<file path="src/rtl/wisc_pkg.sv">
// Shared WISC definitions: opcode encodings, the bubble instruction and fetch FSM states.
package wisc_pkg;

    localparam logic [4:0]  OPC_HALT  = 5'b00000;
    localparam logic [4:0]  OPC_NOP   = 5'b00001;
    localparam logic [15:0] NOP_INSTR = {OPC_NOP, 11'd0};

    typedef enum logic [1:0] {
        FETCH,
        HOLD,
        HALTED
    } fetch_state_t;

    function automatic logic isHalt(input logic [15:0] instr);
        return instr[15:11] == OPC_HALT;
    endfunction

endpackage

</file>
<file path="src/rtl/fetch_stage_if_id_reg.sv">
// IF/ID pipeline register: synchronous active-low reset, load enable and bubble insert.
// Bubble wins over load; a bubble keeps the previous PC+2.
module if_id_reg #(
    parameter logic [15:0] NOP_INSTR = 16'h0800
) (
    input  logic        clk_i,
    input  logic        rst_ni,
    input  logic        load_i,
    input  logic        bubble_i,
    input  logic [15:0] instr_i,
    input  logic [15:0] pcPlus2_i,
    output logic [15:0] instr_o,
    output logic [15:0] pcPlus2_o,
    output logic        valid_o
);

    always_ff @(posedge clk_i) begin
        if (!rst_ni) begin
            instr_o   <= NOP_INSTR;
            pcPlus2_o <= 16'h0000;
            valid_o   <= 1'b0;
        end else if (bubble_i) begin
            instr_o <= NOP_INSTR;
            valid_o <= 1'b0;
        end else if (load_i) begin
            instr_o   <= instr_i;
            pcPlus2_o <= pcPlus2_i;
            valid_o   <= 1'b1;
        end
    end

endmodule

</file>
<file path="src/rtl/fetch_stage.sv">
// Instruction-fetch stage: PC, imem handshake, one-entry skid buffer, redirect and HALT.
// Optional misaligned-redirect trap is enabled by defining IF_ALIGN_CHECK_EN.
module fetch_stage #(
    parameter logic [15:0] RESET_PC  = 16'h0000,
    parameter logic [15:0] NOP_INSTR = wisc_pkg::NOP_INSTR
) (
    input  logic        clk,
    input  logic        rst_n,
    output logic        imem_req,
    output logic [15:0] imem_addr,
    input  logic [15:0] imem_rdata,
    input  logic        imem_ack,
    input  logic        stall,
    input  logic        flush,
    input  logic [15:0] redir_pc,
    output logic [15:0] if_instr,
    output logic [15:0] if_pc_plus2,
    output logic        if_valid,
    output logic        if_halted,
    output logic        if_err
);
    import wisc_pkg::*;

    fetch_state_t stateQ;
    logic [15:0]  pcQ;
    logic [15:0]  pcPlus2;
    logic [15:0]  skidInstrQ;
    logic [15:0]  skidPcPlus2Q;
    logic         haltedQ;
    logic [15:0]  redirPc;
    logic         idLoad;
    logic         idBubble;
    logic [15:0]  idInstr;
    logic [15:0]  idPcPlus2;

    assign pcPlus2   = pcQ + 16'd2;
    assign imem_req  = rst_n && (stateQ == FETCH);
    assign imem_addr = pcQ;
    assign if_halted = haltedQ;

`ifdef IF_ALIGN_CHECK_EN
    logic errQ;
    assign redirPc = redir_pc;
    assign if_err  = errQ;
`else
    assign redirPc = {redir_pc[15:1], 1'b0};
    assign if_err  = 1'b0;
`endif

    // IF/ID control; acks are only honoured in FETCH, where a request is outstanding.
    always_comb begin
        idLoad    = 1'b0;
        idBubble  = 1'b0;
        idInstr   = imem_rdata;
        idPcPlus2 = pcPlus2;
        if (flush) begin
            idBubble = 1'b1;
        end else begin
            unique case (stateQ)
                FETCH: begin
                    if (!stall) begin
                        idLoad   = imem_ack;
                        idBubble = !imem_ack;
                    end
                end
                HOLD: begin
                    if (!stall) begin
                        idLoad    = 1'b1;
                        idInstr   = skidInstrQ;
                        idPcPlus2 = skidPcPlus2Q;
                    end
                end
                HALTED: idBubble = !stall;
                default: ;
            endcase
        end
    end

    always_ff @(posedge clk) begin
        if (!rst_n) begin
            stateQ       <= FETCH;
            pcQ          <= RESET_PC;
            skidInstrQ   <= NOP_INSTR;
            skidPcPlus2Q <= 16'h0000;
            haltedQ      <= 1'b0;
`ifdef IF_ALIGN_CHECK_EN
            errQ         <= 1'b0;
`endif
        end else if (flush) begin
            stateQ  <= FETCH;
            pcQ     <= redirPc;
            haltedQ <= 1'b0;
`ifdef IF_ALIGN_CHECK_EN
            if (redir_pc[0]) begin
                errQ    <= 1'b1;
                stateQ  <= HALTED;
                haltedQ <= 1'b1;
            end
`endif
        end else begin
            case (stateQ)
                FETCH: begin
                    if (imem_ack) begin
                        pcQ <= pcPlus2;
                        if (stall) begin
                            skidInstrQ   <= imem_rdata;
                            skidPcPlus2Q <= pcPlus2;
                            stateQ       <= HOLD;
                        end else if (isHalt(imem_rdata)) begin
                            stateQ  <= HALTED;
                            haltedQ <= 1'b1;
                        end
                    end
                end
                HOLD: begin
                    if (!stall) begin
                        if (isHalt(skidInstrQ)) begin
                            stateQ  <= HALTED;
                            haltedQ <= 1'b1;
                        end else begin
                            stateQ <= FETCH;
                        end
                    end
                end
                default: ;
            endcase
        end
    end

    if_id_reg #(
        .NOP_INSTR(NOP_INSTR)
    ) u_if_id_reg (
        .clk_i    (clk),
        .rst_ni   (rst_n),
        .load_i   (idLoad),
        .bubble_i (idBubble),
        .instr_i  (idInstr),
        .pcPlus2_i(idPcPlus2),
        .instr_o  (if_instr),
        .pcPlus2_o(if_pc_plus2),
        .valid_o  (if_valid)
    );

endmodule

</file>
<file path="config.mk">
export PLATFORM = sky130hd
export DESIGN_NAME = fetch_stage
export DESIGN_NICKNAME = d
export VERILOG_FILES = /design/src/rtl/wisc_pkg.sv /design/src/rtl/fetch_stage_if_id_reg.sv /design/src/rtl/fetch_stage.sv
export SDC_FILE = /design/constraint.sdc
export NUM_CORES = 1
export LEC_CHECK = 0
export ABC_AREA = 1
export BUFFER_PORTS_ARGS = -buffer_cell sky130_fd_sc_hd__buf_2
export CAP_MARGIN = 20
export CORE_ASPECT_RATIO = 1.25
export CORE_MARGIN = 2
export CORE_UTILIZATION = 45
export CTS_BUF_LIST = sky130_fd_sc_hd__clkbuf_4 sky130_fd_sc_hd__clkbuf_8 sky130_fd_sc_hd__clkbuf_16
export DETAILED_ROUTE_END_ITERATION = 10
export HOLD_SLACK_MARGIN = 0.15
export PLACE_DENSITY_LB_ADDON = 0.1
export SLEW_MARGIN = 20
export SYNTH_ARGS = -nofsm -noshare
export SYNTH_HDL_FRONTEND = slang
export SYNTH_SLANG_ARGS = --single-unit
export TNS_END_PERCENT = 10
</file>
<file path="constraint.sdc">
create_clock -name clk -period 2.1 [get_ports clk]
set_clock_uncertainty 0.2 [all_clocks]
set_input_delay 0.105 -clock clk [delete_from_list [all_inputs] [get_ports clk]]
set_output_delay 0.105 -clock clk [all_outputs]
set_load 0.005 [all_outputs]
</file>
==> flow_summary_export.csv <==
group,metric,value,unit
worst_setup_path,worstPathMaxFanout,25,
route,postRouteAntennaNets,0,
worst_setup_path,crit_slowest_cell,"dlygate4sd3_1",
clock_tree,cts_tree,"done",
clock_tree,htree_levels,3,
power_and_ir_drop,powerDensity,688,mW/mm2
synthesis,synth_edf_count,0,
global_route,grt_pass1_vias,4201,
route,postRouteWirelength,12.3,mm
flow_run,drv_cap,0,
clock_tree,cts_buffer_depth,2,
timing,period_share,95.3,%
synthesis,ys_seq_area_share,40.6,%
cells_and_area,syn_to_final_growth,30.1,%
worst_setup_path,end_kind,"output port",
global_route,grt_max_degree,42,
place,hpwl,8.48,mm
worst_setup_path,critPathMostFrequentCell,"buf_2",
global_route,grt_pass1_wl,19.6,mm
floorplan,die_h,111,um
worst_setup_path,worst_setup_path_start_kind,"primary input",
route,avgViaCountPerCell,5.05,
timing,final-setup-viol-count,0,
worst_setup_path,crit_family,"buffers and inverters",
timing,finalMaxSlewViolations,0,
route,drt_iter0_markers,128,
global_route,antenna_found_initial,0,
place,place.gp.congestion,0.911,
synthesis,synth.area.top_cells,"dfxtp_1 41%, nand2_1 18%, o21ai_0 9.3%, a21oi_1 8.0%, inv_1 6.8%",
place,place_ws,241,ps
synthesis,synth_cell_types,27,
floorplan,io_pins,89,
clock_tree,cts_setup_buffers,0,
synthesis,yosysTopAreaCell,"dfxtp_1",
worst_setup_path,slowest_delay,520,ps
cells_and_area,diodes,0,
synthesis,avgSynthCellArea,6.51,um2
cells_and_area,nNetsFinal,785,
worst_setup_path,required,1790,ps
timing,hold_violations,0,
synthesis,synth_warnings,0,
cells_and_area,nFillCells,870,
synthesis,netlist_instances,628,
floorplan,start_util,46.7,%
route,drc,0,
worst_setup_path,crit_buf_inv,5,
clock_tree,worstSkewPairLatency,370,ps
timing,worst_slack,99.6,ps
route,via_count,4402,
clock_tree,cts_buffers,9,
worst_setup_path,crit_arrival,1700,ps
route,firstDrtPassIters,4,
route,avgRoutedWirePerCell,14.1,um
power_and_ir_drop,total_leakage_power,2.46,nW
timing,hold_ws,162,ps
place,numPortBuffers,85,
synthesis,synth_ff_type,"dfxtp_1",
power_and_ir_drop,ir_worst_vdd,486,uV
floorplan,fp-row-count,38,
synthesis,syn-cell-area,0.00409,mm2
synthesis,synth_top_area_share,40.6,%
floorplan,dieArea,0.00987,mm2
synthesis,async_flop_share,0,%
min_path,worstHoldPathType,"in2reg",
cells_and_area,ff_latch_area,0.00166,mm2
timing,fin_crit,2000,ps
global_route,grt_util_all_layers,25.6,%
clock_tree,cts-root-buf,"clkbuf_8",
cells_and_area,multi_input_area,0.00197,mm2
timing,rsz0062_at_grt,"no",
cells_and_area,drive_gt1_share,16.6,%
clock_tree,cts_num_sinks,83,
timing,tns,0,ps
place,dp_cells,809,
cells_and_area,layout.cells.non_filler,872,
run_status,status,"finished, final reports clean",
timing,max_clock_freq,500,MHz
synthesis,synth.ff_latch_count,83,
global_route,overflow,0,
floorplan,core_region_area,0.00875,mm2
floorplan,fp.dieW,89.2,um
worst_setup_path,path_class,"in2out",
clock_tree,cts.clk_slew.worst_paths,80,ps
worst_setup_path,crit_chain,"dlygate4sd3_1, buf_2, buf_4, inv_1, nor3_1, buf_2",
## synthesized netlist by cell type (all sizes together) (2+ instances only)
cell type  instances
inv               79
o21a               8
dfxtp             83
clkbuf            16
a21oi             65
nand3             36
o21ai             78
nor3               2
nand2            194
xor2               2
nand4              4
buf               20
nor2              32
a211oi             3
o211ai             2
## sequential cells by signal, indices dropped and copies added (netlist names)
| name | flops |
|---|---|
| imem_addr | 15 |
| stateQ | 2 |
| skidPcPlus2Q | 16 |
| u_if_id_reg.pcPlus2_o | 16 |
| u_if_id_reg.valid_o | 1 |
| skidInstrQ | 16 |
| u_if_id_reg.instr_o | 16 |
| if_halted | 1 |
## kinds of logic after synthesis
family / count (synthesis) / share of synthesized area [%]
AOI/OAI and AO/OA: 158 / 20.3
buffers and inverters: 115 / 11.6
DFF: 83 / 40.6
and+or+nand+nor: 268 / 26.7
other: 1 / 0.0917
xor gates and xnor gates: 2 / 0.429
adders and majority gates: 1 / 0.306
## per-stage QoR
step	power (mW)	instance area [um2]	util, %
2_1_floorplan	2.01	4090	-
3_3_place_gp	2.17	4590	52.5
3_5_place_dp	2.18	4590	52.5
4_1_cts	3.67	5310	60.7
5_1_grt	3.81	5320	60.8
6_report	3.66	5320	60.8
## layout by cell type, fill, tap and decap left out, drive strengths merged
cell	n
o21ai	78
o211ai	2
dlygate4sd3	47
ha	1
clkbuf	9
clkinvlp	1
a211oi	3
nand4	4
a31oi	1
nand3	36
nor2	32
conb	2
nor3	2
inv	81
dfxtp	83
xor2	2
buf	96
nand2	194
bufinv	3
o221ai	1
o21a	8
a21oi	65
clkinv	1
## worst paths after layout
kind | start | endpoint | slack, ps | cells after the start
worst max-delay path | rst_n | imem_req | 100 | 6
worst min-delay path | flush | imem_addr[5]$_SDFFE_PN0P_ | 160 | 5
worst max register to register | imem_addr[1]$_SDFFE_PN0P_ | u_if_id_reg.pcPlus2_o[7]$_SDFFE_PN0P_ | 210 | 6
worst min register to register | skidInstrQ[1]$_SDFFE_PN0P_ | skidInstrQ[1]$_SDFFE_PN0P_ | 250 | 2
## routing by layer
| metal | track usage (%) | vias to the layer above | wire, um |
|---|---|---|---|
| met5 | 0 | - | 0 |
| met4 | 15.4 | 0 | 599 |
| met3 | 2.99 | 33 | 363 |
| met2 | 45.2 | 102 | 6480 |
| met1 | 28.2 | 2033 | 4830 |
| li1 | - | 2234 | - |
## what timing repair did
item	4_1_cts	5_1_grt
resized for setup	0	3
endpoints found under the hold margin	74	0
hold buffers	47	0
endpoints found under the setup margin	0	6
## power breakdown
part | total, mW | internal, mW | switching, mW
Combinational | 0.513 | 0.216 | 0.297
Clock | 1.45 | 0.801 | 0.646
Sequential | 1.70 | 1.65 | 0.0474
Total | 3.66 | 2.67 | 0.990
## worst reg2reg max path: stages, from the launching register on
cell,delay (ps)
dfxtp_1,440
ha_1,200
nand2_1,140
nor2_2,230
xor2_1,370
a21oi_1,140
nor2_1,100
## final cells by class
type	count	share of cell area (%)
multi-input combinational	431	37.0
tap	120	2.82
sequential	83	31.3
timing repair buffer	143	18.6
clock inverter	7	2.28
clock buffer	9	2.33
inverter	79	5.65
Note: power is estimated with default switching activity, not from simulation.
